## config.mk

```make
export PLATFORM = sky130hd
export DESIGN_NAME = seven_seg_scanner
export DESIGN_NICKNAME = d
export VERILOG_FILES = /design/src/rtl/seven_seg_pkg.sv /design/src/rtl/seven_seg_decoder.sv /design/src/rtl/seven_seg_scanner.sv
export SDC_FILE = /design/constraint.sdc
export NUM_CORES = 1
export LEC_CHECK = 0
export CORE_AREA = 2 2 89 125
export CTS_CLUSTER_DIAMETER = 50
export DETAILED_ROUTE_END_ITERATION = 7
export DIE_AREA = 0 0 91 127
export PLACE_DENSITY_LB_ADDON = 0.12
export SLEW_MARGIN = 20
export SYNTH_ARGS = -nofsm -noshare
export SYNTH_HDL_FRONTEND = slang
export SYNTH_HIERARCHICAL = 1
export SYNTH_SLANG_ARGS = --single-unit
export TNS_END_PERCENT = 30
```

## constraint.sdc

```tcl
create_clock -name clock -period 13.1 [get_ports clock]
set_input_delay 2.62 -clock clock [delete_from_list [all_inputs] [get_ports clock]]
set_output_delay 2.62 -clock clock [all_outputs]
set_load 0.02 [all_outputs]
```

## src/rtl/seven_seg_pkg.sv

```systemverilog
// Shared constants and helpers for the seven-segment scanner.
// Segment vectors are active-low, a = bit 6 through g = bit 0.
package seven_seg_pkg;

  localparam logic [6:0] SEG_BLANK = 7'h7F;

  function automatic int scanIndexWidth(input int digits);
    return (digits > 1) ? $clog2(digits) : 1;
  endfunction

  function automatic logic [6:0] hex_to_seg(input logic [3:0] nibble);
    logic [6:0] seg;
    case (nibble)
      4'h0: seg = 7'h01;
      4'h1: seg = 7'h4F;
      4'h2: seg = 7'h12;
      4'h3: seg = 7'h06;
      4'h4: seg = 7'h4C;
      4'h5: seg = 7'h24;
      4'h6: seg = 7'h20;
      4'h7: seg = 7'h0F;
      4'h8: seg = 7'h00;
      4'h9: seg = 7'h04;
      4'hA: seg = 7'h08;
      4'hB: seg = 7'h60;
      4'hC: seg = 7'h31;
      4'hD: seg = 7'h42;
      4'hE: seg = 7'h30;
      4'hF: seg = 7'h38;
      default: seg = SEG_BLANK;
    endcase
    return seg;
  endfunction

endpackage

```

## src/rtl/seven_seg_decoder.sv

```systemverilog
// Combinational nibble to active-low segment decoder.
module seven_seg_decoder
  import seven_seg_pkg::*;
(
  input  logic [3:0] i_nibble,
  output logic [6:0] o_seg
);

  assign o_seg = hex_to_seg(i_nibble);

endmodule

```

## src/rtl/seven_seg_scanner.sv

```systemverilog
// Double-buffered, PWM-dimmed scanner for common-anode seven-segment displays.
// Outputs are registered from next-state values, so they line up with scan_index.
module seven_seg_scanner
  import seven_seg_pkg::*;
#(
  parameter int DIGITS     = 8,
  parameter int PRESCALE_W = 17,
  parameter int BRIGHT_W   = 3,
  localparam int IDX_W     = scanIndexWidth(DIGITS)
) (
  input  logic                  clock,
  input  logic                  reset,
  input  logic                  load,
  input  logic [4*DIGITS-1:0]   digits_in,
  input  logic [DIGITS-1:0]     dp_in,
  input  logic [DIGITS-1:0]     enable_in,
  input  logic [BRIGHT_W-1:0]   brightness_in,
  output logic [DIGITS-1:0]     anode,
  output logic [6:0]            cathode,
  output logic                  dp_n,
  output logic [IDX_W-1:0]      scan_index,
  output logic                  frame_done
);

  localparam logic [IDX_W-1:0]  LAST_IDX = IDX_W'(DIGITS - 1);
  localparam logic [DIGITS-1:0] ONE_HOT0 = DIGITS'(1);

  logic [PRESCALE_W-1:0]  r_slot;
  logic [IDX_W-1:0]       r_index;
  logic [DIGITS-1:0][3:0] r_shDigits;
  logic [DIGITS-1:0]      r_shDp;
  logic [DIGITS-1:0]      r_shEn;
  logic [BRIGHT_W-1:0]    r_shBright;
  logic [DIGITS-1:0][3:0] r_acDigits;
  logic [DIGITS-1:0]      r_acDp;
  logic [DIGITS-1:0]      r_acEn;
  logic [BRIGHT_W-1:0]    r_acBright;

  logic                   w_slotWrap;
  logic                   w_boundary;
  logic                   w_on;
  logic [PRESCALE_W-1:0]  w_slotNext;
  logic [IDX_W-1:0]       w_indexNext;
  logic [DIGITS-1:0][3:0] w_acDigitsNext;
  logic [DIGITS-1:0]      w_acDpNext;
  logic [DIGITS-1:0]      w_acEnNext;
  logic [BRIGHT_W-1:0]    w_acBrightNext;
  logic [6:0]             w_seg;

  assign w_slotWrap = &r_slot;
  assign w_boundary = w_slotWrap && (r_index == LAST_IDX);
  assign w_slotNext = r_slot + PRESCALE_W'(1);

  always_comb begin
    w_indexNext = r_index;
    if (w_slotWrap) begin
      w_indexNext = (r_index == LAST_IDX) ? '0 : r_index + IDX_W'(1);
    end
  end

  // A load on the boundary cycle bypasses the shadow and lands in the frame that starts next.
  always_comb begin
    w_acDigitsNext = r_acDigits;
    w_acDpNext     = r_acDp;
    w_acEnNext     = r_acEn;
    w_acBrightNext = r_acBright;
    if (w_boundary) begin
      if (load) begin
        w_acDigitsNext = digits_in;
        w_acDpNext     = dp_in;
        w_acEnNext     = enable_in;
        w_acBrightNext = brightness_in;
      end else begin
        w_acDigitsNext = r_shDigits;
        w_acDpNext     = r_shDp;
        w_acEnNext     = r_shEn;
        w_acBrightNext = r_shBright;
      end
    end
  end

  assign w_on = (w_slotNext[PRESCALE_W-1 -: BRIGHT_W] < w_acBrightNext) && w_acEnNext[w_indexNext];

  seven_seg_decoder u_decoder (
    .i_nibble (w_acDigitsNext[w_indexNext]),
    .o_seg    (w_seg)
  );

  always_ff @(posedge clock or posedge reset) begin
    if (reset) begin
      r_slot     <= '0;
      r_index    <= '0;
      r_shDigits <= '0;
      r_shDp     <= '0;
      r_shEn     <= '0;
      r_shBright <= '0;
      r_acDigits <= '0;
      r_acDp     <= '0;
      r_acEn     <= '0;
      r_acBright <= '0;
    end else begin
      r_slot     <= w_slotNext;
      r_index    <= w_indexNext;
      r_acDigits <= w_acDigitsNext;
      r_acDp     <= w_acDpNext;
      r_acEn     <= w_acEnNext;
      r_acBright <= w_acBrightNext;
      if (load) begin
        r_shDigits <= digits_in;
        r_shDp     <= dp_in;
        r_shEn     <= enable_in;
        r_shBright <= brightness_in;
      end
    end
  end

  always_ff @(posedge clock or posedge reset) begin
    if (reset) begin
      anode      <= '1;
      cathode    <= SEG_BLANK;
      dp_n       <= 1'b1;
      scan_index <= '0;
      frame_done <= 1'b0;
    end else begin
      anode      <= w_on ? ~(ONE_HOT0 << w_indexNext) : '1;
      cathode    <= w_on ? w_seg : SEG_BLANK;
      dp_n       <= w_on ? ~w_acDpNext[w_indexNext] : 1'b1;
      scan_index <= w_indexNext;
      frame_done <= w_boundary;
    end
  end

endmodule

```

==> qor.log <==
[global_route] via count of the first global-routing pass 4304
[placement] placed standard-cell area 6950 µm²
[clock_network] H-tree lvl count 4
[cells_and_area] final antenna diode count 0
[clock_network] number of setup buffers added after CTS 0
[logic_synthesis] most instantiated flip-flop cell in the synthesis netlist sky130_fd_sc_hd__dfrtp_1
[min_path] Hold Path Origin r_shDigits[6]
[timing] unrepaired setup endpoints after global routing no
[pwr] clock network power share 0.520
[pwr] Sequential Power Share 0.431
[setup_path] required time reported for the critical path endpoint 13380 ps
[logic_synthesis] total standard cell area after synthesis 6160 µm²
[timing] timing-limited maximum frequency 0.185 GHz
[pwr] leakage dissipation 3.48 nW
[clock_network] Sinks on Clock Net 139
[floorplanning] IO Count 74
[detailed_routing] DR WL/cell 17.3 µm
[global_route] aggregate global-route resource usage 0.232
[global_route] initial antenna violation count 0
[cells_and_area] number of nets at the end of the flow 635
[clock_network] Clk Tree Root Cell sky130_fd_sc_hd__clkbuf_16
[setup_path] worst reg2reg path endpoint cathode[3]
[logic_synthesis] share of the synthesized netlist area taken by xor and xnor gates 0.0199
[logic_synthesis] number of enable-type register cells in the synthesized netlist 0
[cells_and_area] footprint of the multi-input gates 2400 µm²
[flow_run] number of maximum-capacitance violations 0
[clock_network] Longest Clk Path Bufs 2
[timing] final setup violation count 0
[setup_path] critical path arrival 5670 ps
[min_path] terminating pin of the worst hold path r_shDigits[6]
[detailed_routing] average vias per placed instance 5.51
[timing] Layout Skew 6.62 ps
[global_route] wire length of the first global-routing pass 20.9 mm
[detailed_routing] post-detailed-routing wire length 12.4 mm
[setup_path] crit path cell chain ha_1 > nand3_1 > nor3_1 > ha_1 > nand2_2 > inv_2 > buf_4 > mux2_2 > mux2i_1 > nand2b_1 > a21oi_1 > inv_1 > ha_1 > inv_1 > mux4_2 > inv_1 > o211ai_1
[logic_synthesis] multiplexer share of the synthesized area 0.175
[cells_and_area] fraction of final layout cells sized beyond drive strength 1 0.227
[logic_synthesis] top cell type's share of synthesized area 0.500
[cells_and_area] Register Area 3500 µm²
[pwr] cell internal power dissipation 0.842 mW
[min_path] number of instances on the worst hold path 2
[floorplanning] die height 127 µm
[setup_path] cells on worst reg2reg path 17
[logic_synthesis] complex-gate fraction of the synthesized area 0.0721
[logic_synthesis] share of the yosys chip area belonging to registers 0.568
[global_route] leftover overflow at the end of global routing 0
[logic_synthesis] cell type contributing the most total cell area after synthesis sky130_fd_sc_hd__dfrtp_1
[clock_network] CTS tree yes
[clock_network] insertion delay to the later sink of the worst-skew pair 410 ps
[floorplanning] core footprint 10300 µm²
[floorplanning] starting density of the core 0.595
[detailed_routing] Starting DRT DRC Count 264
[logic_synthesis] dominant combinational cell family by area after synthesis multiplexers
[pwr] share of total power in combinational logic 0.049
[global_route] largest net degree at the start of global routing 87
[timing] slew at the pin closest to its max-slew limit 1130 ps
[cells_and_area] total non-filler cell area in the finished layout 7620 µm²
[detailed_routing] First-pass DRT Iterations 4
[setup_path] critical path's largest stage delay 540 ps
[logic_synthesis] Async S/R FF share, synth 1.00
[pwr] net switching share of the total power 0.193
[detailed_routing] Post-DRT Antenna Nets 0
[logic_synthesis] biggest area contributors in the synthesized netlist sky130_fd_sc_hd__dfrtp_1 50%, sky130_fd_sc_hd__mux2_2 12%, sky130_fd_sc_hd__dfstp_2 6.8%
[logic_synthesis] simple-gate area share of the yosys netlist 0.0941
[logic_synthesis] post-synthesis share of cell area spent on full adders, half adders and majority gates 0.0264
[setup_path] largest fanout on the critical path 33
[logic_synthesis] number of standard cells after synthesis 495
[detailed_routing] DRC violation count after routing 0
[setup_path] Crit-path slowest cell sky130_fd_sc_hd__ha_1
[timing] final count of pins violating max slew 0
[pwr] power density over cell area 137 nW/µm²
[pwr] Worst VDD drop 0.0995 mV
[pwr] net load switching power 0.202 mW
[logic_synthesis] synth warn 6
[setup_path] type of the worst setup path reg2reg
[timing] part of the cycle the worst path needs 0.412
[setup_path] launch instance of the worst register-to-register path r_slot[0]
[setup_path] startpoint kind of the worst setup timing path flip-flop
[detailed_routing] total number of vias 3962
[placement] HPWL after detailed placement 8.16 mm
[timing] final setup TNS 0 ps
[timing] worst relative slew slack 0.246
[logic_synthesis] synthesized area per cell 12.4 µm²
[logic_synthesis] distinct cell type count after synthesis 53
[floorplanning] number of rows created at floorplan 44
[cells_and_area] filler cell count in the final layout 722
[setup_path] kind of end point of the critical path flip-flop
[status] status finished, final reports clean
[clock_network] Clk pin slew, worst setup/hold paths 60 ps
[min_path] class of the tightest hold or removal check reg2reg
[floorplanning] width of the die 91 µm
[placement] gp weighted congestion 0.860
[logic_synthesis] Net Count, Synth 562
[timing] time the final worst path needs with I/O delays and setup 5400 ps
[placement] Buffers on Ports 73
[clock_network] clock buffer count from CTS 17
[logic_synthesis] synthesized flop and latch total 139
[setup_path] slack of the worst reg-to-reg path 7700 ps
[timing] final hold violation count 0
[clock_network] cells resized by post-CTS repair 0
[floorplanning] die area 11600 µm²
[clock_network] number of hold buffers added after cts 0
[cells_and_area] Layout area overhead 23.8%
-- cell usage in the layout (no fill, tap or decap), types with 4 or more instances in the layout --
master	n
sky130_fd_sc_hd__a21oi_1	7
sky130_fd_sc_hd__xnor2_1	6
sky130_fd_sc_hd__o21ai_0	7
sky130_fd_sc_hd__clkdlybuf4s50_1	72
sky130_fd_sc_hd__nand2b_1	7
sky130_fd_sc_hd__o211ai_1	7
sky130_fd_sc_hd__dfrtp_1	123
sky130_fd_sc_hd__mux2_2	65
sky130_fd_sc_hd__ha_1	13
sky130_fd_sc_hd__nor3_1	4
sky130_fd_sc_hd__nand2_1	62
sky130_fd_sc_hd__mux2i_1	26
sky130_fd_sc_hd__inv_1	30
sky130_fd_sc_hd__a221oi_1	8
sky130_fd_sc_hd__clkbuf_16	17
sky130_fd_sc_hd__xor2_1	8
sky130_fd_sc_hd__dfstp_2	16
sky130_fd_sc_hd__bufinv_16	6
sky130_fd_sc_hd__nor2_1	19
sky130_fd_sc_hd__nand3_1	14
-- final cells by class --
cell class	instances	share of cell area
tap	138	0.0226
clock inverter	11	0.0279
inverter	32	0.0161
multi-input combinational	301	0.314
clock buffer	21	0.0604
sequential	139	0.459
timing repair buffer	77	0.0996
-- synthesized netlist by cell type (2+ instances only) --
library cell                 n
sky130_fd_sc_hd__inv_1      31
sky130_fd_sc_hd__mux2i_1    26
sky130_fd_sc_hd__nor2_1     19
sky130_fd_sc_hd__and4_1      2
sky130_fd_sc_hd__buf_2       9
sky130_fd_sc_hd__mux2_2     65
sky130_fd_sc_hd__dfstp_2    16
sky130_fd_sc_hd__nand2_1    62
sky130_fd_sc_hd__o211ai_1    7
sky130_fd_sc_hd__buf_6       5
sky130_fd_sc_hd__o211ai_2    2
sky130_fd_sc_hd__nand4_1     2
sky130_fd_sc_hd__o21ai_0     7
sky130_fd_sc_hd__and3_1      2
sky130_fd_sc_hd__a221o_1     2
sky130_fd_sc_hd__a221oi_1    8
sky130_fd_sc_hd__a32o_1      3
sky130_fd_sc_hd__ha_1       13
sky130_fd_sc_hd__clkbuf_1    2
sky130_fd_sc_hd__xnor2_1     6
sky130_fd_sc_hd__nor2b_1     3
sky130_fd_sc_hd__nand3_1    14
sky130_fd_sc_hd__dfrtp_1   123
sky130_fd_sc_hd__o21a_1      2
sky130_fd_sc_hd__nand2b_1    7
sky130_fd_sc_hd__a211oi_1    4
sky130_fd_sc_hd__mux4_2      2
sky130_fd_sc_hd__a32oi_1     2
sky130_fd_sc_hd__nor3_1      4
sky130_fd_sc_hd__xor2_1      8
sky130_fd_sc_hd__a21oi_1     7
sky130_fd_sc_hd__buf_4       5
sky130_fd_sc_hd__buf_1       2
sky130_fd_sc_hd__a21o_1      2
sky130_fd_sc_hd__and2_1      2
sky130_fd_sc_hd__o21ai_1     2
-- registers in the layout, summed over array words and instances, names as in the netlist --
signal	count
dp_n	1
frame_done	1
r_acDp	8
r_shDigits	32
r_shDp	8
anode	8
r_acBright	3
r_acEn	8
r_shEn	8
scan_index	3
r_slot	17
r_acDigits	32
cathode	7
r_shBright	3
-- layer usage --
| layer | part of all wire | track usage | vias up |
|---|---|---|---|
| met4 | 0.025 | 0.0963 | 0 |
| met1 | 0.41 | 0.275 | 1979 |
| met2 | 0.52 | 0.401 | 90 |
| li1 | - | - | 1862 |
| met3 | 0.048 | 0.0613 | 31 |
| met5 | 0 | 0 | - |
-- power by group through the flow --
stage	combinational, mW	sequential, mW	clock, mW
floorplan	0.0301	0.456	0
detailed placement	0.0520	0.457	0
global route	0.0568	0.451	0.571
CTS	0.0524	0.450	0.549
global placement	0.0504	0.456	0
finish	0.0512	0.450	0.543
-- per-stage QoR --
step                       util  power [mW]  setup WS, ps  hold slack (ps)  std cells
after global placement    0.670       0.507          7360              453        687
after detailed placement  0.671       0.509          7310              460        687
final                     0.737        1.04          7700              470        719
after global routing      0.737        1.08          7240              488        719
after floorplan               -       0.486          6780              435        495
after CTS                 0.736        1.05          7680              474        719
-- worst max-delay path by stage --
stage,from,slack (ps),to
finish,r_slot[0],7700,cathode[3]
global route,r_slot[0],7240,cathode[3]
CTS,r_slot[0],7680,cathode[3]
detailed placement,load,7310,cathode[3]
global placement,load,7360,cathode[3]
floorplan,reset,6780,frame_done
-- cell families after synthesis --
kind of cell	Yosys count
buffers and inverters	55
xor gates and xnor gates	14
and+or+nand+nor	122
muxes	96
adders and majority gates	13
AOI/OAI and AO/OA	56
DFF	139
-- critical path: cells and delay by family (launching register included) --
family / cells / cell delay [ps]
buffers and inverters: 5 / 1270
and+or+nand+nor: 4 / 1140
adders and majority gates: 3 / 1100
muxes: 3 / 760
AOI/OAI and AO/OA: 2 / 590
DFF: 1 / 380
Power figures use the tool's default switching activity.
